$ cat config.mk
export PLATFORM = sky130hd
export DESIGN_NAME = add_mw_ctrl
export DESIGN_NICKNAME = d
export VERILOG_FILES = /design/src/rtl/add_mw_ctrl.sv
export SDC_FILE = /design/constraint.sdc
export NUM_CORES = 1
export LEC_CHECK = 0
export CAP_MARGIN = 20
export CORE_ASPECT_RATIO = 0.8
export CORE_UTILIZATION = 25
export DETAILED_ROUTE_END_ITERATION = 7
export GPL_TIMING_DRIVEN = 0
export PLACE_DENSITY = 0.58
export SYNTH_ARGS = -nofsm -noshare
export SYNTH_HDL_FRONTEND = slang
export SYNTH_SLANG_ARGS = --single-unit
$ cat constraint.sdc
create_clock -name clk_i -period 3.3 [get_ports clk_i]
set_input_delay 0.66 -clock clk_i [delete_from_list [all_inputs] [get_ports clk_i]]
set_output_delay 0.66 -clock clk_i [all_outputs]
set_load 0.02 [all_outputs]
$ cat src/rtl/add_mw_ctrl.sv
// Multi-word add sequencer: drives one external N-bit adder LSW-first over WORDS cycles.
// Latency: accept edge + WORDS edges; done_o is high in the cycle after edge WORDS.
// No backpressure: start_i is ignored while busy_o=1; accepted in IDLE or DONE.
// Optional subtract mode is enabled with `define ADD_MW_SUB_EN (adds port sub_i).
module add_mw_ctrl #(
  parameter int N     = 8,
  parameter int WORDS = 4
) (
  input  logic                 clk_i,
  input  logic                 rst_ni,
  input  logic                 start_i,
`ifdef ADD_MW_SUB_EN
  input  logic                 sub_i,
`endif
  input  logic [N*WORDS-1:0]   a_i,
  input  logic [N*WORDS-1:0]   b_i,
  output logic [N-1:0]         add_a_o,
  output logic [N-1:0]         add_b_o,
  output logic                 add_cin_o,
  input  logic [N-1:0]         add_sum_i,
  input  logic                 add_cout_i,
  output logic                 busy_o,
  output logic                 done_o,
  output logic [N*WORDS-1:0]   sum_o,
  output logic                 carry_o
);

  localparam int W  = N * WORDS;
  localparam int IW = (WORDS > 1) ? $clog2(WORDS) : 1;
  localparam logic [IW-1:0] LAST = IW'(WORDS - 1);

  typedef enum logic [1:0] {
    IDLE = 2'd0,
    RUN  = 2'd1,
    DONE = 2'd2
  } state_t;

  state_t          state;
  logic [IW-1:0]   idx;
  logic            carry_q;
  logic [W-1:0]    a_q;
  logic [W-1:0]    b_q;
  logic [W-1:0]    sum_q;
`ifdef ADD_MW_SUB_EN
  logic            sub_q;
`endif

  // Sequencer: accept, walk words LSW-first capturing sum and inter-word carry, then pulse done
  always_ff @(posedge clk_i or negedge rst_ni) begin
    if (!rst_ni) begin
      state   <= IDLE;
      idx     <= '0;
      carry_q <= 1'b0;
      a_q     <= '0;
      b_q     <= '0;
      sum_q   <= '0;
      carry_o <= 1'b0;
      busy_o  <= 1'b0;
      done_o  <= 1'b0;
`ifdef ADD_MW_SUB_EN
      sub_q   <= 1'b0;
`endif
    end else begin
      case (state)
        IDLE, DONE: begin
          done_o <= 1'b0;
          if (start_i) begin
            state   <= RUN;
            busy_o  <= 1'b1;
            a_q     <= a_i;
            b_q     <= b_i;
            idx     <= '0;
`ifdef ADD_MW_SUB_EN
            sub_q   <= sub_i;
            // Two's-complement subtract: invert B words and seed the chain with 1
            carry_q <= sub_i;
`else
            carry_q <= 1'b0;
`endif
          end else begin
            state  <= IDLE;
            busy_o <= 1'b0;
          end
        end
        RUN: begin
          sum_q[int'(idx)*N +: N] <= add_sum_i;
          carry_q                 <= add_cout_i;
          if (idx == LAST) begin
            // idx parks at the last word; the next accept reloads it
            state   <= DONE;
            carry_o <= add_cout_i;
            busy_o  <= 1'b0;
            done_o  <= 1'b1;
          end else begin
            idx <= idx + 1'b1;
          end
        end
        default: begin
          state  <= IDLE;
          busy_o <= 1'b0;
          done_o <= 1'b0;
        end
      endcase
    end
  end

  // Adder operand mux: current word in RUN, quiet zeros otherwise
  always_comb begin
    add_a_o   = '0;
    add_b_o   = '0;
    add_cin_o = 1'b0;
    if (state == RUN) begin
      add_a_o   = a_q[int'(idx)*N +: N];
`ifdef ADD_MW_SUB_EN
      add_b_o   = sub_q ? ~b_q[int'(idx)*N +: N] : b_q[int'(idx)*N +: N];
`else
      add_b_o   = b_q[int'(idx)*N +: N];
`endif
      add_cin_o = carry_q;
    end
  end

  assign sum_o = sum_q;

endmodule

==> flow_summary_export.csv <==
group,metric,value,unit
sta,rsz0062_at_grt,"false",
critical_path,crit_required,2640,ps
global_routing,grtUsageTotal,0.1361,
yosys,synth_cell_types,25,
detailed_routing,post-route-drc-count,0,
floorplanning,core_area,16870,µm²
power,power,6.223,mW
global_routing,grt_pass1_wl,18210,µm
yosys,async_reset_ff_frac,1.000,
power,powerDensity,993.3,nW/µm²
finish,fin_nets,535,
clock_network,root_buffer,"clkbuf_16",
critical_path,critical_path_peak_fanout,10,
place,io_buffers,127,
place,hpwl,8580,µm
finish,fin_util,0.3714,
critical_path,crit_start,"state[0]$_DFFE_PN0P_",
global_routing,grt_pass1_vias,3195,
place,place_area,5968,µm²
critical_path,reg2regPathDepth,7,
power,ir_worst_vdd,0.5088,mV
power,p_sw,2.317,mW
clock_network,postCtsHoldBufs,0,
detailed_routing,drt_iter0_markers,153,
finish,instances_no_fill,679,
critical_path,cp_slowest_stage_delay,650,ps
detailed_routing,routed_wl,11560,µm
critical_path,r2r_end,"sum_o[11]$_DFFE_PN0P_",
place,gp_congestion,0.7406,
critical_path,critPathArrivalTime,2470,ps
detailed_routing,avgRoutedWirePerCell,17.02,µm
floorplanning,num_io_pins,128,
sta,period_needed,3127,ps
finish,antenna_cells,0,
critical_path,path_class,"reg2out",
power,power.leakage,2.630,nW
detailed_routing,route.antenna.remaining_nets,0,
clock_network,clk_pin_slew,70,ps
power,p_seq_frac,0.350,
global_routing,grt_use_met3,0.03811,
global_routing,use_met2,0.2039,
critical_path,ff2ff_setup_slack,630,ps
floorplanning,dieHeight,120.6,µm
sta,hold_viol,0,
floorplanning,die_x,150.3,µm
detailed_routing,dr.pass1.iters,4,
critical_path,worst-path-stages,5,
floorplanning,die_area,18120,µm²
clock_network,cts_setup_buffers,0,
yosys,synth_cells,315,
clock_network,cts_buffer_depth,2,
place,dp_cells,663,
sta,finClkSkew,5.621,ps
critical_path,path_cells,"nor2b_4 > nand2_2 > clkbuf_2 > o22ai_1 > clkdlybuf4s50_1",
critical_path,crit_family,"buffers and inverters",
finish,synthToLayoutAreaGrowth,42.49,%
detailed_routing,viasPerCell,4.536,
global_routing,busiest_layer,"met2",
yosys,ys_seq_elements,103,
critical_path,worstSetupStartpointType,"register",
floorplanning,start_util,0.2606,
critical_path,r2r_start,"idx[0]$_DFFE_PN0P_",
critical_path,endpoint,"add_a_o[3]",
clock_network,cts_htree_levels,3,
power,p_clk_frac,0.165,
yosys,synthFlopType,"dfrtp_1",
power,intPower,3.906,mW
global_routing,grt_overflow_total,0,
global_routing,grt_max_degree,65,
global_routing,grtUsageMet1,0.1888,
yosys,syn_nets,396,
yosys,ys_seq_area_frac,0.5862,
floorplanning,core.rowCount,42,
sta,worstMarginPinSlew,851.8,ps
sta,relSlewSlack,0.4307,
yosys,avgSynthCellArea,13.96,µm²
global_routing,antenna_found_initial,0,
yosys,yosysWarnings,0,
finish,final_layout_size_suffix_gt1_frac,0.2266,
sta,fin_crit_sh,0.9477,
critical_path,crit_buf_inv,2,
critical_path,endpoint_kind,"output port",
clock_network,clk-insertion-delay-late,350,ps
clock_network,cts_num_sinks,103,
power,p_comb_frac,0.485,
yosys,syn_area,4397,µm²
outcome,status,"finished clean",
clock_network,cts_buffers,9,
clock_network,cts_tree,"done",
detailed_routing,num_vias,3080,
sta,fmax,319.8,MHz
run,cap_violations,0,
sta,timing.hold.ws,286.0,ps
power,sw_frac_of_total,0.3723,
critical_path,cp_slowest_cell,"clkdlybuf4s50_1",
sta,finalSetupViolCount,0,
yosys,synth_edf_count,0,
sta,slew_violations,0,
finish,design_area,6265,µm²
worst_hold_path,hold_path.class,"in2async",
[through the flow]
| stage | worst slack [ps] | TNS (ps) |
|---|---|---|
| global placement | -2289 | -235020 |
| floorplan | 1061 | 0 |
| CTS | 21.89 | 0 |
| detailed placement | 64.31 | 0 |
| finish | 172.7 | 0 |
| global route | 40.70 | 0 |
[registers in the layout, indices dropped and copies added, names as in the netlist, 2 cells and up]
| register | flops |
|---|---|
| a_q | 32 |
| b_q | 32 |
| sum_o | 32 |
| idx | 2 |
[cell families (layout without fill, tap and decap cells)]
| kind of cell | after synthesis | after routing | synth area share |
|---|---|---|---|
| flops | 103 | 103 | 0.5862 |
| fa+ha+maj | 5 | 5 | 0.01423 |
| mux | 97 | 97 | 0.2393 |
| simple gates | 39 | 39 | 0.05407 |
| compound gates | 52 | 52 | 0.08537 |
| buf+inv | 19 | 163 | 0.02077 |
[worst register-to-register path, stage by stage (launching register included)]
cell	delay, ps
dfrtp_1	420
buf_6	180
buf_2	370
inv_1	180
ha_1	230
clkbuf_1	180
nor4b_2	800
a22o_1	240
[metal layers]
layer | wire (µm) | vias to the layer above
met5 | 0 | -
met4 | 137 | 0
met3 | 753 | 10
met2 | 5209 | 93
met1 | 5459 | 1551
li1 | - | 1426
[power by group through the flow]
stage | registers (mW) | clock network [mW] | logic, mW
2_1_floorplan | 2.33 | 0 | 1.65
3_3_place_gp | 2.18 | 0 | 3.00
6_report | 2.18 | 1.03 | 3.02
5_1_grt | 2.26 | 1.12 | 3.25
3_5_place_dp | 2.20 | 0 | 3.04
4_1_cts | 2.18 | 1.07 | 3.06
[Yosys cell counts (2+ instances only)]
library cell  number  area, µm²
mux2i_1           32      320.3
nor2b_1            2      12.51
inv_1              3      11.26
nor4b_2            2      30.03
dfrtp_1          103       2577
o21ai_0            9      45.04
nand3b_1           2      15.01
a22o_1            24      210.2
mux2_2            65      732.0
clkbuf_1           5      18.77
ha_1               5      62.56
o22ai_1           16      100.1
nand2_1           26      97.59
buf_2             10      50.05
[cell type report]
class / count / area (µm²)
flip-flops and latches: 103 / 2577
repair buffers: 128 / 1296
plain buffers: 16 / 82.58
multi-input cells: 193 / 1740
well taps: 220 / 275.3
inverters: 3 / 11.26
fillers: 1640 / 10600
clock inverters: 6 / 52.55
clock buffers: 10 / 229.0
[how the worst min path moves through the flow]
stage / start / to / slack (ps) / cells past startpoint
after floorplan: rst_ni / a_q[0]$_DFFE_PN0P_ / 360 / 0
final: rst_ni / sum_o[17]$_DFFE_PN0P_ / 290 / 1
after global routing: rst_ni / sum_o[17]$_DFFE_PN0P_ / 320 / 1
after detailed placement: busy_o$_DFFE_PN0P_ / busy_o$_DFFE_PN0P_ / 470 / 1
after CTS: rst_ni / sum_o[17]$_DFFE_PN0P_ / 300 / 1
after global placement: busy_o$_DFFE_PN0P_ / busy_o$_DFFE_PN0P_ / 460 / 1
[timing repair]
action                     in CTS  in global routing
hold endpoints to repair        0                  0
setup endpoints to repair      11                  9
gates resized for setup         5                  1
[cell usage in the layout (no fill, tap or decap), types with 4 or more instances in the layout]
| master | netlist | layout |
|---|---|---|
| clkbuf_1 | 5 | 4 |
| buf_2 | 10 | 10 |
| mux2_2 | 65 | 65 |
| clkbuf_16 | 0 | 9 |
| o21ai_0 | 9 | 9 |
| mux2i_1 | 32 | 32 |
| dfrtp_1 | 103 | 103 |
| ha_1 | 5 | 5 |
| a22o_1 | 24 | 24 |
| o22ai_1 | 16 | 16 |
| nand2_1 | 26 | 24 |
| clkdlybuf4s50_1 | 0 | 126 |
(Power assumes the default switching activity.)
